--- src/rtl/frame_capture.sv ---
// Frame capture: writes a camera pixel stream into a linear frame memory.
// Define FRAME_CAPTURE_DECIMATE_EN to keep only even-x/even-y pixels.
module frame_capture #(
    parameter int IMG_W  = 320,
    parameter int IMG_H  = 240,
    parameter int ADDR_W = 17
) (
    input  logic              clk,
    input  logic              rst,
    input  logic              start,
    input  logic              pix_valid,
    input  logic [7:0]        pix_data,
    input  logic              pix_sof,
    input  logic              pix_eol,
    input  logic              frame_ack,
    output logic              mem_we,
    output logic [ADDR_W-1:0] mem_addr,
    output logic [7:0]        mem_wdata,
    output logic              busy,
    output logic              frame_done,
    output logic [1:0]        err
);
`ifdef FRAME_CAPTURE_DECIMATE_EN
    localparam int OUT_W = IMG_W / 2;
`else
    localparam int OUT_W = IMG_W;
`endif
    localparam int XW = $clog2(IMG_W + 1);
    localparam int YW = $clog2(IMG_H + 1);
    localparam logic [XW-1:0] X_LAST = XW'(IMG_W - 1);
    localparam logic [XW-1:0] X_FULL = XW'(IMG_W);
    localparam logic [YW-1:0] Y_LAST = YW'(IMG_H - 1);

    typedef enum logic [1:0] {IDLE, WAIT_SOF, CAPTURE, DONE} state_t;

    state_t            state_q, state_d;
    logic [XW-1:0]     x_q, x_d, cur_x;
    logic [YW-1:0]     y_q, y_d, cur_y;
    logic [ADDR_W-1:0] base_q, base_d, cur_base, step, col_off;
    logic [ADDR_W-1:0] addr_q, addr_d;
    logic [7:0]        wdata_q, wdata_d;
    logic              we_q, we_d, done_q, done_d;
    logic [1:0]        err_q, err_d;
    logic              take, restart, keep;

    always_ff @(posedge clk or posedge rst) begin
        if (rst) begin
            state_q <= IDLE;
            x_q     <= '0;
            y_q     <= '0;
            base_q  <= '0;
            addr_q  <= '0;
            wdata_q <= '0;
            we_q    <= 1'b0;
            done_q  <= 1'b0;
            err_q   <= '0;
        end else begin
            state_q <= state_d;
            x_q     <= x_d;
            y_q     <= y_d;
            base_q  <= base_d;
            addr_q  <= addr_d;
            wdata_q <= wdata_d;
            we_q    <= we_d;
            done_q  <= done_d;
            err_q   <= err_d;
        end
    end

    always_comb begin
        state_d  = state_q;
        x_d      = x_q;
        y_d      = y_q;
        base_d   = base_q;
        addr_d   = addr_q;
        wdata_d  = wdata_q;
        we_d     = 1'b0;
        err_d    = err_q;
        take     = 1'b0;
        restart  = 1'b0;
        cur_x    = x_q;
        cur_y    = y_q;
        cur_base = base_q;

        unique case (state_q)
            IDLE: begin
                if (start) begin
                    state_d = WAIT_SOF;
                    err_d   = '0;
                end
            end
            WAIT_SOF: begin
                if (pix_valid && pix_sof) begin
                    take    = 1'b1;
                    restart = 1'b1;
                    state_d = CAPTURE;
                end
            end
            CAPTURE: begin
                if (pix_valid) begin
                    take = 1'b1;
                    if (pix_sof) begin
                        restart  = 1'b1;
                        err_d[1] = 1'b1;
                    end
                end
            end
            DONE: begin
                if (frame_ack && done_q) state_d = IDLE;
            end
            default: state_d = IDLE;
        endcase

        if (restart) begin
            cur_x    = '0;
            cur_y    = '0;
            cur_base = '0;
        end

        // Line base advances by one output row; decimation skips odd rows.
`ifdef FRAME_CAPTURE_DECIMATE_EN
        keep    = (cur_x < X_FULL) && !cur_x[0] && !cur_y[0];
        step    = cur_y[0] ? ADDR_W'(OUT_W) : '0;
        col_off = ADDR_W'(cur_x >> 1);
`else
        keep    = cur_x < X_FULL;
        step    = ADDR_W'(OUT_W);
        col_off = ADDR_W'(cur_x);
`endif

        if (take) begin
            if (keep) begin
                we_d    = 1'b1;
                addr_d  = cur_base + col_off;
                wdata_d = pix_data;
            end
            if (pix_eol) begin
                if (cur_x < X_LAST) err_d[0] = 1'b1;
                x_d    = '0;
                y_d    = cur_y + YW'(1);
                base_d = cur_base + step;
                if (cur_y == Y_LAST) state_d = DONE;
            end else begin
                // Saturate past the last column so overlong lines drop pixels.
                if (cur_x == X_LAST) err_d[0] = 1'b1;
                x_d = (cur_x == X_FULL) ? cur_x : cur_x + XW'(1);
                y_d = cur_y;
                base_d = cur_base;
            end
        end

        done_d = (state_q == DONE) && (state_d == DONE);
    end

    assign mem_we     = we_q;
    assign mem_addr   = addr_q;
    assign mem_wdata  = wdata_q;
    assign busy       = (state_q == WAIT_SOF) || (state_q == CAPTURE);
    assign frame_done = done_q;
    assign err        = err_q;

endmodule

--- config.mk ---
export PLATFORM = sky130hd
export DESIGN_NAME = frame_capture
export DESIGN_NICKNAME = d
export VERILOG_FILES = /design/src/rtl/frame_capture.sv
export SDC_FILE = /design/constraint.sdc
export NUM_CORES = 1
export LEC_CHECK = 0
export CAP_MARGIN = 10
export CELL_PAD_IN_SITES_DETAIL_PLACEMENT = 0
export CELL_PAD_IN_SITES_GLOBAL_PLACEMENT = 1
export CORE_MARGIN = 1
export CORE_UTILIZATION = 44
export CTS_BUF_LIST = sky130_fd_sc_hd__clkbuf_8
export DETAILED_ROUTE_END_ITERATION = 7
export GPL_TIMING_DRIVEN = 0
export PLACE_DENSITY = 0.85
export SLEW_MARGIN = 25
export SYNTH_ARGS = -nofsm -noshare
export SYNTH_HDL_FRONTEND = slang
export SYNTH_SLANG_ARGS = --single-unit
--- constraint.sdc ---
create_clock -name clk -period 4.8 [get_ports clk]
set_input_delay 1.44 -clock clk [delete_from_list [all_inputs] [get_ports clk]]
set_output_delay 1.44 -clock clk [all_outputs]
set_load 0.03 [all_outputs]
-- After elaboration in Yosys (flattened, before gate mapping)
Cells that the tools add are included.
- register bits after elaboration: 65
- bits in latches: 0
- bits in writable memories: 0
- ROM bits: 0
- input bits: 15
- output and inout bits: 30
- word-level logic and storage cells: 65
- memories: 0
- add/subtract/negate cells: 4
- $mul: 0
- divide/modulo/power cells: 0
- $lt $le $gt $ge: 2
- eq/ne operators: 10
- shifts and indexed selects: 0
- muxes and demuxes: 31
- bitwise gates (word level): 0
- reductions and logical operators: 8
- operators with widths (cell ; count):
    $mux W17 ; 2
    $mux W9 ; 3
    $eq A9 B9 Y1 const B ; 2
    $lt A9 B9 Y1 const B ; 2
    $add A17 B9 Y17 ; 1
    $add A17 B9 Y17 const B ; 1
    $mux W8 ; 2
    $mux W2 ; 7
    $mux W1 ; 13
    $add A9 B1 Y9 const B ; 1
    $add A8 B1 Y8 const B ; 1
    $eq A8 B8 Y1 const B ; 1
    $eq A2 B2 Y1 const B ; 3
    $ne A2 B2 Y1 const B ; 3
    $pmux W1 S2 ; 3
    $pmux W2 S3 ; 1
    $reduce_and A4 Y1 ; 1
    $logic_and A1 B1 Y1 ; 3
    $eq A2 B1 Y1 const B ; 1
    $logic_not A2 Y1 ; 1
    $reduce_and A2 Y1 ; 1
    $reduce_bool A2 Y1 ; 1
    $logic_or A1 B1 Y1 ; 1

-- Logic depth before layout (Yosys ltp)
Gate-level depths: netlist of run 1.
- word-level depth: 10
- depth in mapped cells: 16
- mapped depth without buffers: 14

-- Worst setup path after synthesis of run 1
Ideal clock, no wire load.
- path type: input to register
- start: input port pix_valid
- end: register addr_q[14] (netlist: mem_addr[14])
- setup time: 121 ps
- data arrival time: 4008 ps
- slack: 671 ps
- stages: 14
- cells stage by stage: o2111ai_4 > clkbuf_8 > clkbuf_1 > clkbuf_1 > and2_1 > ha_1 > inv_1 > fa_1 > nand2b_1 > a211oi_1 > o2111a_1 > o31ai_1 > xnor2_1 > a22o_1
- RTL lines (item ; RTL line ; source):
    start: declaration ; 11 ; input logic pix_valid,
    $logic_and A1 B1 Y1 ; 93 ; if (pix_valid && pix_sof) begin
    $mux W1 ; 93 ;
    $pmux W1 S2 * ; 85 ; unique case (state_q)
    $mux W17 * ; 114 ; if (restart) begin
    net cur_base[0] ; 39 ; logic [ADDR_W-1:0] base_q, base_d, cur_base, step, col_off;
    $add A17 B9 Y17 * ; 134 ; addr_d = cur_base + col_off;
    end signal: assignment ; 62 ; addr_q <= addr_d;
    end: declaration ; 40 ; logic [ADDR_W-1:0] addr_q, addr_d;
Mark *: on every way through the listed nets, which the timed path passes. The rest lies on a longest branch.
A chain may end at the register's enable or synchronous reset.

-- Worst setup path after layout of run 1
- start: input port pix_valid
- end: register addr_q[14] (netlist: mem_addr[14])
- longest elaborated chain between the ends: 6
- RTL lines (item):
    branches (longest 6 deep; another with $add A17 B9 Y17)
Several ways; the timed one is not identified.

==> results.py, run 1 <==
metrics = {
    "sta": {
        "timing.max_slew.rel_slack": 0.6487,
        "max_freq_mhz": 234.0,
        "hold_viol_final": 0,
        "finalCriticalPeriod_ns": 4.274,
        "setup_viol": 0,
        "share_of_the_cycle_needed_by_the_critical_path_after_routing": 0.8903,
        "setup_repair_after_global_routing_missed_its_margin": "false",
        "timing_max_transition_violations_final": 0,
        "finClkSkew_ns": 0.01198,
        "pin_slew_with_the_least_headroom_to_its_limit_ns": 0.5270,
    },
    "placed_design": {
        "place_area_um2": 4385,
        "globalplace.congestion": 0.8124,
        "numPortBuffers": 44,
        "hpwl_mm": 6.330,
    },
    "setup_path": {
        "cp_common_cell": "inv_1",
        "r2r_slack_ns": 0.90,
        "slowest_stage": "fa_1",
        "crit_chain": "dlymetal6s2s_1, o2111ai_4, clkbuf_8, clkbuf_4, nand2_1, inv_1, ha_1, inv_1, fa_1, nand2b_1, a31oi_1, o2111a_1, o31ai_1, xnor2_1, a22o_1",
        "path_max_fanout": 19,
        "startpoint_class": "input pin",
        "critical_path_required_ns": 5.04,
        "crit_arrival_ns": 4.51,
        "critical_path.endpoint_type": "register",
        "critPathKind": "in -> reg",
        "cp.buffers_inverters": 5,
        "cpLargestDelayFamily": "compound AO/OA/AOI/OAI gates",
        "max_stage_delay_ns": 0.39,
    },
    "global_routing": {
        "grt.overflow.total": 0,
        "combined_global_route_utilization_of_all_metal_layers": 0.2054,
        "grt_pass1_vias": 3047,
        "grt_antenna_before_repair": 0,
        "largest_net_degree_at_the_start_of_global_routing": 34,
        "global_route_wire_length_before_repair_mm": 14.32,
    },
    "clock_network": {
        "cts_setup_buffers": 0,
        "clkSinkCount": 65,
        "clockBufferDepth": 2,
        "clock_buffer_count_from_cts": 9,
        "htreeDepth": 3,
        "tritoncts": "yes",
        "cts.root.buffer_cell": "clkbuf_8",
        "clkLatencyLatePin_ns": 0.35,
        "path_clk_slew_ns": 0.08,
    },
    "routing": {
        "routed-via-count": 3112,
        "residual_antenna_violating_net_count_after_detailed_routing": 0,
        "route.detailed.vias_per_inst": 5.375,
        "dr_drc_count": 0,
        "totalWireLength_mm": 8.418,
        "drt_first_iter_violations": 144,
        "drt_pass1_iterations": 4,
        "wl_per_cell_um": 14.54,
    },
    "power_and_ir_drop": {
        "ir_worst_vdd_uv": 194.2,
        "power.leakage_nw": 2.094,
        "total_power_divided_by_cell_area_nw_per_um2": 287.5,
        "total_power_consumption_mw": 1.324,
    },
    "floorplan": {
        "die_h_um": 94.83,
        "core.rowCount": 33,
        "design.portCount": 45,
        "floorplan.initialDensity": 0.4591,
        "die_width_um": 94.83,
        "design.die.area_um2": 8992,
        "core-area_um2": 8258,
    },
    "yosys": {
        "netlist_top_cells_count": "77 x nand2_1, 65 x dfrtp_1, 32 x nor2_1",
        "ys_top_cells_by_area": "dfrtp_1 43%, nand2_1 7.6%, ha_1 5.6%",
        "yosysSeqAreaShare": 0.4290,
        "yosysWarnings": 0,
        "ys_types": 57,
        "synth_top_area_share": 0.4290,
        "async_flop_share": 1.000,
        "synth-edff-count": 0,
        "cell_area_after_technology_mapping_um2": 3791,
        "synthesized_nets": 447,
        "syn-instance-count": 414,
        "synth_flop_cell": "dfrtp_1",
        "yosysTopAreaCell": "dfrtp_1",
        "syn_avg_cell_area_um2": 9.157,
        "synth_most_common_cell": "nand2_1",
        "synth_seq_cells": 65,
    },
    "layout": {
        "drive_gt1_frac": 0.09283,
        "final_area_um2": 4607,
        "final_core_utilization": 0.5579,
        "insertedDiodeCount": 0,
        "synthToLayoutAreaGrowth_pct": 21.52,
        "nNetsFinal": 502,
        "final.fill_count": 769,
    },
    "min_path": {
        "min_delay_path_class": "reg -> reg",
    },
    "run": {
        "maxCapViolCount": 0,
    },
    "run_status": {
        "outcome": "complete, no violations",
    },
}
[worst paths after layout]
check                      startpoint      endpoint  cells after the start
setup / recovery            pix_valid  mem_addr[14]                     15
min in group asynchronous         rst     base_q[3]                      2
hold / removal              base_q[5]     base_q[5]                      1
setup reg to reg           state_q[0]  mem_addr[14]                     16
hold reg to reg             base_q[5]     base_q[5]                      1
max in group asynchronous         rst    base_q[12]                      3
[registers in the layout, summed over array words and instances (netlist names)]
signal,flops
base_q,17
mem_addr,17
x_q,9
mem_wdata,8
y_q,8
err,2
state_q,2
frame_done,1
mem_we,1
[logic make-up (layout without fill, tap and decap cells)]
kind of cell	after synthesis	count (layout)	share of synthesized area
simple gates	188	188	0.2479
xor+xnor	30	30	0.06931
mux	1	1	0.002640
buf+inv	30	90	0.03993
fa+ha+maj	18	18	0.06139
flops	65	65	0.4290
compound gates	82	82	0.1498
[routing by layer]
layer,global-route usage,vias up,wire (um),share of wire
li1,-,1542,-,-
met1,0.2620,1503,3976,0.47
met2,0.3417,55,3980,0.47
met3,0.04509,12,338,0.040
met4,0.07197,0,122,0.014
met5,0,-,0,0
[area by class of cell]
| type | instances | area, um2 | area share |
|---|---|---|---|
| inverters | 15 | 58.81 | 0.01276 |
| clock inverters | 7 | 80.08 | 0.01738 |
| repair buffers | 45 | 465.4 | 0.1010 |
| well taps | 105 | 131.4 | 0.02852 |
| flip-flops and latches | 65 | 1627 | 0.3531 |
| plain buffers | 14 | 96.34 | 0.02091 |
| clock buffers | 9 | 123.9 | 0.02689 |
| multi-input cells | 319 | 2024 | 0.4394 |
[metrics by stage]
stage               cells  TNS, ns  hold slack [ns]  setup WS [ns]
floorplan             414        0           0.4442         0.6714
CTS                   579        0           0.4820        0.08275
finish                579        0           0.4781         0.5264
global placement      563   -6.146           0.4578        -0.6716
detailed placement    564   -6.174           0.4615        -0.6577
global route          579        0           0.4873         0.3619
[cells in the final DEF, fill, tap and decap left out, types with 12 or more instances in the layout]
cell type,instances
inv_1,14
xnor2_1,13
dfrtp_1,65
and2_1,21
nand2_1,77
nand3_1,12
o21ai_0,24
nor2_1,32
a21oi_1,13
ha_1,17
xor2_1,17
clkdlybuf4s50_1,42
[power by group]
group	switching, mW	internal (mW)
registers	0.0285	0.584
clock network	0.234	0.244
logic	0.137	0.0969
[repair_timing]
action                                  CTS  global route
endpoints found under the setup margin   11            10
hold endpoints to repair                  0             0
resized for setup                         1             8
hold buffers                              0             0
(Power assumes the default switching activity.)
==> run 2, diff against run 1 <==
--- a/config.mk
+++ b/config.mk
@@ -14,7 +14,7 @@
 export DETAILED_ROUTE_END_ITERATION = 7
 export GPL_TIMING_DRIVEN = 0
 export PLACE_DENSITY = 0.85
-export SLEW_MARGIN = 25
+export SLEW_MARGIN = 20
 export SYNTH_ARGS = -nofsm -noshare
 export SYNTH_HDL_FRONTEND = slang
 export SYNTH_SLANG_ARGS = --single-unit
==> results of run 2 <==
Final layout, timing and power as in run 1 (identical DEF).
==> run 3, diff against run 2 <==
--- a/config.mk
+++ b/config.mk
@@ -5,11 +5,12 @@
 export SDC_FILE = /design/constraint.sdc
 export NUM_CORES = 1
 export LEC_CHECK = 0
+export ABC_AREA = 1
 export CAP_MARGIN = 10
 export CELL_PAD_IN_SITES_DETAIL_PLACEMENT = 0
 export CELL_PAD_IN_SITES_GLOBAL_PLACEMENT = 1
 export CORE_MARGIN = 1
-export CORE_UTILIZATION = 44
+export CORE_UTILIZATION = 43
 export CTS_BUF_LIST = sky130_fd_sc_hd__clkbuf_8
 export DETAILED_ROUTE_END_ITERATION = 7
 export GPL_TIMING_DRIVEN = 0
==> results.py, run 3 <==
metrics = {
    "setup_path": {
        "r2r_slack_ns": 1.44,
        "cp.buffers_inverters": 3,
        "critical_path_required_ns": 5.04,
        "cp_common_cell": "nand2_1",
        "max_stage_delay_ns": 0.55,
        "path_max_fanout": 10,
        "cpLargestDelayFamily": "buffers and inverters",
        "crit_chain": "clkdlybuf4s50_1, nand3_2, nand2_1, nand2_2, inv_1, clkbuf_1, nor2_1, ha_1, nand2_1, o21ai_0, nand2_1, o21bai_2, nand2_1, nand2_1, nand2_1, nand3_1, nand2_1",
        "critPathKind": "in -> reg",
        "startpoint_class": "input pin",
        "slowest_stage": "clkdlybuf4s50_1",
        "crit_arrival_ns": 4.52,
        "critical_path.endpoint_type": "register",
    },
    "clock_network": {
        "clkLatencyLatePin_ns": 0.35,
        "tritoncts": "yes",
        "cts_setup_buffers": 0,
        "cts-resized-gates": 0,
        "hold_buffer_count_at_cts": 0,
        "htreeDepth": 3,
        "clkSinkCount": 65,
        "path_clk_slew_ns": 0.07,
        "clock_buffer_count_from_cts": 9,
        "cts.root.buffer_cell": "clkbuf_8",
        "clockBufferDepth": 2,
    },
    "yosys": {
        "synth_most_common_cell": "nand2_1",
        "synth_top_area_share": 0.4258,
        "synth_seq_cells": 65,
        "synth_flop_cell": "dfrtp_1",
        "synth-edff-count": 0,
        "yosysSeqAreaShare": 0.4258,
        "netlist_top_cells_count": "132 x nand2_1, 71 x inv_1, 65 x dfrtp_1",
        "ys_top_cells_by_area": "dfrtp_1 43%, nand2_1 13%, inv_1 7.0%",
        "cell_area_after_technology_mapping_um2": 3820,
        "syn_avg_cell_area_um2": 7.780,
        "yosysWarnings": 0,
        "syn-instance-count": 491,
        "synthesized_nets": 524,
        "async_flop_share": 1.000,
        "yosysTopAreaCell": "dfrtp_1",
        "ys_types": 35,
    },
    "power_and_ir_drop": {
        "switching_share": 0.4160,
        "power.leakage_nw": 2.425,
        "power.net_switching_mw": 0.9800,
        "power.clock.fraction": 0.198,
        "share_comb_of_total_power": 0.469,
        "total_power_divided_by_cell_area_nw_per_um2": 510.6,
        "ir_worst_vdd_uv": 183.2,
        "intPower_mw": 1.376,
        "total_power_consumption_mw": 2.356,
        "pwr-share-seq": 0.333,
    },
    "layout": {
        "ff_latch_area_um2": 1627,
        "nNetsFinal": 580,
        "layout_common_cells": "132 x nand2_1, 71 x inv_1, 65 x dfrtp_1, 47 x nor2_1, 44 x clkdlybuf4s50_1",
        "final_area_um2": 4613,
        "final_core_utilization": 0.5316,
        "multi_input_gate_area_um2": 1862,
        "insertedDiodeCount": 0,
        "post_route_insts_no_fill": 659,
        "layout.cells.most_common": "nand2_1",
        "drive_gt1_frac": 0.08711,
        "final.fill_count": 875,
        "synthToLayoutAreaGrowth_pct": 20.77,
    },
    "global_routing": {
        "grt_pass1_vias": 3139,
        "combined_global_route_utilization_of_all_metal_layers": 0.2094,
        "grt_antenna_before_repair": 0,
        "largest_net_degree_at_the_start_of_global_routing": 38,
        "global_route_wire_length_before_repair_mm": 14.58,
        "grt.overflow.total": 0,
    },
    "placed_design": {
        "place_area_um2": 4418,
        "placedCellCount": 644,
        "globalplace.congestion": 0.8438,
        "numPortBuffers": 44,
        "hpwl_mm": 6.680,
    },
    "sta": {
        "timing.setup.tns_ns": 0,
        "timing_max_transition_violations_final": 0,
        "timing.max_slew.rel_slack": 0.6804,
        "pin_slew_with_the_least_headroom_to_its_limit_ns": 0.4795,
        "setup_repair_after_global_routing_missed_its_margin": "false",
        "share_of_the_cycle_needed_by_the_critical_path_after_routing": 0.8929,
        "hold_viol_final": 0,
        "finalCriticalPeriod_ns": 4.286,
        "finClkSkew_ns": 0.01084,
        "setup_viol": 0,
        "max_freq_mhz": 233.3,
    },
    "run": {
        "maxCapViolCount": 0,
    },
    "floorplan": {
        "die_width_um": 96.25,
        "design.die.area_um2": 9264,
        "core.rowCount": 34,
        "die_h_um": 96.25,
        "floorplan.initialDensity": 0.4402,
        "design.portCount": 45,
        "core-area_um2": 8678,
    },
    "routing": {
        "drt_first_iter_violations": 109,
        "wl_per_cell_um": 13.21,
        "routed-via-count": 3284,
        "route.detailed.vias_per_inst": 4.983,
        "residual_antenna_violating_net_count_after_detailed_routing": 0,
        "totalWireLength_mm": 8.703,
        "dr_drc_count": 0,
        "drt_pass1_iterations": 4,
    },
    "min_path": {
        "min_delay_path_class": "reg -> reg",
    },
    "run_status": {
        "outcome": "complete, no violations",
    },
}
[run 3: area by class of cell]
| type | instances | area share |
|---|---|---|
| plain buffers | 8 | 0.01248 |
| clock buffers | 11 | 0.03282 |
| repair buffers | 45 | 0.09981 |
| well taps | 108 | 0.02929 |
| clock inverters | 4 | 0.009493 |
| flip-flops and latches | 65 | 0.3526 |
| multi-input cells | 345 | 0.4036 |
| inverters | 73 | 0.05994 |
[run 3: power by group through the flow]
stage                     clock (mW)  sequential [mW]  combinational (mW)
after floorplan                    0            0.952               0.586
after global placement             0            0.791                1.09
after detailed placement           0            0.797                1.11
after CTS                      0.480            0.786                1.11
after global routing           0.507            0.808                1.23
final                          0.466            0.786                1.10
[run 3: logic make-up (layout without fill, tap and decap cells)]
family / count (synthesis) / in the layout / synth area share
AOI/OAI and AO/OA: 48 / 48 / 0.07501
adders and majority gates: 18 / 18 / 0.06092
and+or+nand+nor: 255 / 255 / 0.2964
xor gates and xnor gates: 24 / 24 / 0.05503
DFF: 65 / 65 / 0.4258
buffers and inverters: 81 / 141 / 0.08680
[run 3: worst register-to-register path, stage by stage (launching register included)]
cell	delay [ns]
dfrtp_1	0.41
inv_1	0.13
ha_1	0.22
nand3_2	0.10
nand2_1	0.09
nand2_2	0.08
inv_1	0.27
clkbuf_1	0.43
nor2_1	0.09
ha_1	0.38
nand2_1	0.08
o21ai_0	0.32
nand2_1	0.14
o21bai_2	0.16
nand2_1	0.09
nand2_1	0.07
nand2_1	0.05
nand3_1	0.08
nand2_1	0.05
[run 3: per-layer routing]
layer | GRT usage | vias to the layer above | routed length, um
li1 | - | 1665 | -
met1 | 0.2844 | 1530 | 4286
met2 | 0.3316 | 77 | 3843
met3 | 0.04028 | 12 | 436
met4 | 0.07338 | 0 | 136
met5 | 0 | - | 0
[run 3: final timing paths]
check | from | endpoint | cells past startpoint
worst max-delay path | pix_valid | mem_addr[14] | 17
worst min-delay path | mem_wdata[3] | mem_wdata[3] | 2
worst max register to register | state_q[0] | mem_addr[14] | 18
worst min register to register | mem_wdata[3] | mem_wdata[3] | 2
max in group asynchronous | rst | base_q[4] | 3
min in group asynchronous | rst | mem_addr[0] | 2
[run 3: metrics by stage]
step / setup slack [ns] / hold slack [ns]
2_1_floorplan: 1.239 / 0.4534
3_3_place_gp: 0.2353 / 0.4622
3_5_place_dp: 0.1881 / 0.4641
4_1_cts: 0.5264 / 0.4826
5_1_grt: 0.2248 / 0.4940
6_report: 0.5143 / 0.4792
